$ cat config.mk
export PLATFORM = sky130hd
export DESIGN_NAME = imem_pipe
export DESIGN_NICKNAME = d
export VERILOG_FILES = /design/src/rtl/imem_pipe.sv
export SDC_FILE = /design/constraint.sdc
export NUM_CORES = 2
export LEC_CHECK = 0
export BUFFER_PORTS_ARGS = -buffer_cell sky130_fd_sc_hd__buf_2
export CAP_MARGIN = 0
export CELL_PAD_IN_SITES_DETAIL_PLACEMENT = 2
export CELL_PAD_IN_SITES_GLOBAL_PLACEMENT = 2
export CORE_MARGIN = 1
export CORE_UTILIZATION = 30
export DETAILED_ROUTE_END_ITERATION = 12
export HOLD_SLACK_MARGIN = 0.03
export PLACE_DENSITY_LB_ADDON = 0.08
export SLEW_MARGIN = 5
export SYNTH_ARGS = -nofsm -noshare
export SYNTH_HDL_FRONTEND = slang
export SYNTH_SLANG_ARGS = --single-unit
$ cat constraint.sdc
create_clock -name i_clk -period 7.9 [get_ports i_clk]
set_input_delay 0.79 -clock i_clk [delete_from_list [all_inputs] [get_ports i_clk]]
set_output_delay 0.79 -clock i_clk [all_outputs]
set_load 0.005 [all_outputs]
$ cat src/rtl/imem_pipe.sv
// Instruction memory with a program write port and a 1- or 2-stage read pipeline.
// Requests and responses use valid/ready; the whole pipeline freezes while a response is refused.
module imem_pipe #(
    parameter int DEPTH   = 64,
    parameter int LATENCY = 1,
    parameter int ADDR_W  = 32
) (
    input  logic                     i_clk,
    input  logic                     i_rst,
    input  logic                     i_req_valid,
    output logic                     o_req_ready,
    input  logic [ADDR_W-1:0]        i_req_addr,
    output logic                     o_rsp_valid,
    input  logic                     i_rsp_ready,
    output logic [31:0]              o_rsp_data,
    output logic [1:0]               o_rsp_err,
    input  logic                     i_prog_en,
    input  logic [$clog2(DEPTH)-1:0] i_prog_addr,
    input  logic [31:0]              i_prog_data,
    output logic [31:0]              o_fetch_cnt
);
    // Handshake: a request transfers when i_req_valid && o_req_ready; a response
    // transfers when o_rsp_valid && i_rsp_ready and is held unchanged until then.
    localparam int AW = $clog2(DEPTH);

    logic [31:0]       mem [DEPTH];
    logic [ADDR_W-3:0] word_idx;
    logic              advance;
    logic              accept;
    logic [31:0]       rd_data;
    logic [1:0]        rd_err;
    logic              head_valid;
    logic [31:0]       head_data;
    logic [1:0]        head_err;
    logic [31:0]       fetch_cnt;

    assign word_idx    = i_req_addr[ADDR_W-1:2];
    assign advance     = !o_rsp_valid || i_rsp_ready;
    assign o_req_ready = advance && !i_prog_en && !i_rst;
    assign accept      = i_req_valid && o_req_ready;
    assign o_fetch_cnt = fetch_cnt;

    // Misalignment wins over range; erroring requests never touch the array.
    always_comb begin
        rd_data = '0;
        rd_err  = 2'b00;
        if (i_req_addr[1:0] != 2'b00) begin
            rd_err = 2'b01;
        end else if (word_idx[ADDR_W-3:AW] != '0) begin
            rd_err = 2'b10;
        end else begin
            rd_data = mem[word_idx[AW-1:0]];
        end
    end

    always_ff @(posedge i_clk) begin
        if (i_prog_en && !i_rst) begin
            mem[i_prog_addr] <= i_prog_data;
        end
    end

    generate
        if (LATENCY == 2) begin : g_two_stage
            logic        s1_valid;
            logic [31:0] s1_data;
            logic [1:0]  s1_err;

            always_ff @(posedge i_clk) begin
                if (i_rst) begin
                    s1_valid <= 1'b0;
                    s1_data  <= '0;
                    s1_err   <= 2'b00;
                end else if (advance) begin
                    s1_valid <= accept;
                    s1_data  <= rd_data;
                    s1_err   <= rd_err;
                end
            end

            assign head_valid = s1_valid;
            assign head_data  = s1_data;
            assign head_err   = s1_err;
        end else begin : g_one_stage
            assign head_valid = accept;
            assign head_data  = rd_data;
            assign head_err   = rd_err;
        end
    endgenerate

    always_ff @(posedge i_clk) begin
        if (i_rst) begin
            o_rsp_valid <= 1'b0;
            o_rsp_data  <= '0;
            o_rsp_err   <= 2'b00;
        end else if (advance) begin
            o_rsp_valid <= head_valid;
            o_rsp_data  <= head_valid ? head_data : 32'h0;
            o_rsp_err   <= head_valid ? head_err  : 2'b00;
        end
    end

    always_ff @(posedge i_clk) begin
        if (i_rst) begin
            fetch_cnt <= '0;
        end else if (accept && fetch_cnt != 32'hFFFF_FFFF) begin
            fetch_cnt <= fetch_cnt + 32'd1;
        end
    end

endmodule

==> reports/qor.csv <==
stage;metric;value;unit
timing;setup violators final;0;
pwr;PD cells;259;mW/mm²
synth;number of synthesized flops with an enable pin;2048;
layout;register area;0.0628;mm²
setup_path;crit path kind;primary input to register;
clock_tree;Resize count post-CTS;0;
hold_path;Min-Delay Path Class;primary input to register;
setup_path;Required @ worst endpoint;8580;ps
synth;top_reg_cell synth;edfxtp_1;
layout;Layout fillers;25700;
global_routing;GRT overflow;0;
detailed_routing;drt via density;5.24;
layout;Final Util;0.353;
setup_path;reg2reg start;o_rsp_valid$_SDFFE_PP0N_;
detailed_routing;vias post-DR;41100;
detailed_routing;Residual DRC;0;
global_routing;antenna violations before repair;25;
clock_tree;Clock Path Buffers;3;
clock_tree;hold buffers post-CTS;0;
global_routing;first-pass GRT wire length;398000;µm
setup_path;Worst R2R End;o_rsp_data[3]$_SDFFE_PP0N_;
clock_tree;H-tree Lvls;4;
job;number of max-cap violations;0;
timing;RSZ-0062 raised after global routing;no;
floorplan;Ports;143;
synth;total number of yosys warnings;0;
hold_path;Hold Path Sink;mem[24][23]$_DFFE_PP_;
setup_path;Worst EP arrival;4370;ps
timing;Max Freq;271;MHz
detailed_routing;WL/cell;37.2;µm
setup_path;Startpoint Class;primary input;
synth;Synthesized Nets;3815;
detailed_routing;Met3 Routed Length;11600;µm
hold_path;Worst Hold Launch;i_prog_data[23];
detailed_routing;initial drt markers;3877;
timing;clock skew;32.9;ps
detailed_routing;TritonRoute pass-1 iters;7;
clock_tree;root buf cell;clkbuf_16;
clock_tree;clock insertion delay at the later pin of the skew report;860;ps
timing;setup TNS;0;ps
clock_tree;setup bufs post-CTS;0;
clock_tree;TritonCTS Buffers;236;
detailed_routing;Total Wirelength;292000;µm
synth;Post-synth ARST share;0;
detailed_routing;metal1 wirelength;131000;µm
detailed_routing;WL met2;144000;µm
hold_path;WHS Path Cells;1;
synth;Post-Synthesis Cells;3739;
clock_tree;Sink Count;2115;
run_status;status;finished, final reports clean;
clock_tree;clock transition at the registers of the reported paths;60;ps
setup_path;Critical Path Sink Type;register;
timing;min cycle time layout;3690;ps
layout;most common cell after layout, fill and taps aside;edfxtp_1;
floorplan;Die X;522;µm
synth;sequential element share of the synthesized area;0.774;
layout;nets;4160;
place;detailed placement HPWL;171000;µm
timing;worst-margin pin slew;1240;ps
detailed_routing;Top Layer Used;met5;
layout;share of layout cells above drive strength 1;0.294;
setup_path;R2R setup slack;4440;ps
floorplan;Core Area;0.268;mm²
timing;relative slew slack;0.171;
global_routing;vias in the first global route;44000;
global_routing;total track usage;0.215;
layout;multi-input logic area;0.0177;mm²
pwr;P_leak;29.5;nW
setup_path;R2R depth;8;
floorplan;row cnt;190;
timing;fin. max-slew vios;0;
synth;flops & latches, synth;2115;
global_routing;largest net degree at the start of global routing;80;
pwr;peak supply drop;0.000222;V
floorplan;die area;0.273;mm²
timing;final hold vios;0;
synth;synthesized cell area;0.0812;mm²
synth;syn avg cell area;21.7;µm²
detailed_routing;Routed Antenna Nets;0;
synth;Synth cell types;66;
floorplan;Die Ht;522;µm
layout;area delta synth->final;16.7;%
timing;Final period util;0.468;
place;Final Wtd Congestion;0.754;
clock_tree;CTS tree;built;
floorplan;Initial Util;0.302;
place;IO buf count;142;
layout;most frequent cells in the layout;edfxtp_1, mux4_2, clkbuf_16;
setup_path;Worst Path Max Fanout;58;
[per-stage QoR]
| stage | std cells | total power, W | hold WS [ps] | setup slack (ps) | instance area (µm²) |
|---|---|---|---|---|---|
| detailed placement | 7398 | 0.0138 | 443 | 3180 | 87100 |
| CTS | 7839 | 0.0248 | 97.5 | 4110 | 94700 |
| global route | 7840 | 0.0252 | 122 | 4010 | 94700 |
| floorplan | 3739 | 0.0132 | 435 | 3690 | 81200 |
| global placement | 7398 | 0.0138 | 435 | 2900 | 87100 |
| finish | 7843 | 0.0245 | 175 | 4210 | 94700 |
[logic make-up after synthesis]
kind of cell | count (synthesis) | synth area share
simple gates | 494 | 0.0280
xor+xnor | 23 | 0.00248
mux | 627 | 0.157
fa+ha+maj | 1 | 0.000154
compound gates | 270 | 0.0235
flops | 2115 | 0.774
buf+inv | 209 | 0.0145
[Yosys cell counts (8+ instances only)]
cell	instances	share of area
buf_6	19	0.0026
a221oi_1	24	0.0026
a21oi_1	44	0.0027
a22oi_1	49	0.0045
xnor2_1	14	0.0015
nor2b_1	16	0.0012
dfxtp_1	67	0.017
nand2_1	166	0.0077
nor3_1	16	0.00099
clkbuf_1	63	0.0029
nand2b_1	9	0.00069
o22ai_1	12	0.00093
a31oi_1	18	0.0014
a211oi_1	28	0.0026
buf_4	41	0.0038
xor2_1	9	0.00097
mux4_2	515	0.14
edfxtp_1	2048	0.76
mux2_2	19	0.0026
nand4_1	22	0.0017
buf_2	68	0.0042
mux2i_1	93	0.011
o21ai_0	31	0.0019
nand3_1	64	0.0039
nor2_1	140	0.0065
nor4_1	9	0.00069
and2_1	13	0.0010
or3_1	11	0.00085
a32oi_1	10	0.0011
a2111oi_0	8	0.00086
[routing by layer]
layer  vias up  global-route usage
met5         -                   0
met4         2              0.0389
met3       278              0.0278
met2       914               0.362
met1     23400               0.300
li1      16500                   -
[worst max-delay path by stage]
stage / start / end
floorplan: i_rst / mem[48][0]$_DFFE_PP_
global placement: i_rst / o_rsp_data[17]$_SDFFE_PP0N_
detailed placement: i_req_addr[2] / o_rsp_data[7]$_SDFFE_PP0N_
CTS: i_req_addr[2] / o_rsp_data[7]$_SDFFE_PP0N_
global route: i_req_addr[2] / o_rsp_data[7]$_SDFFE_PP0N_
finish: i_req_addr[2] / o_rsp_data[7]$_SDFFE_PP0N_
[state kept, by name, summed over array words and instances (netlist names)]
register / count
mem: 2048
o_fetch_cnt: 32
o_rsp_data: 32
o_rsp_err: 2
o_rsp_valid: 1
[worst max-delay path: stages]
cell and delay [ps]:
buf_8 570, buf_12 360, buf_4 430, mux4_2 600, a22oi_1 310, a21oi_1 110
o21ai_0 840, a22oi_1 140
[final cells by class]
| class | count | area share |
|---|---|---|
| multi-input cells | 1415 | 0.187 |
| repair buffers | 306 | 0.0220 |
| diodes | 4 | 0.000106 |
| flip-flops and latches | 2115 | 0.663 |
| well taps | 3552 | 0.0469 |
| clock inverters | 123 | 0.0126 |
| clock buffers | 318 | 0.0680 |
| inverters | 10 | 0.000489 |
[report_power, final]
group	internal (W)	switching, W	leakage, nW
combinational	0.000368	0.000789	6.76
sequential	0.0123	0.0000104	19.0
clock	0.00635	0.00466	3.74
total	0.0191	0.00546	29.5
Power figures use the tool's default switching activity.
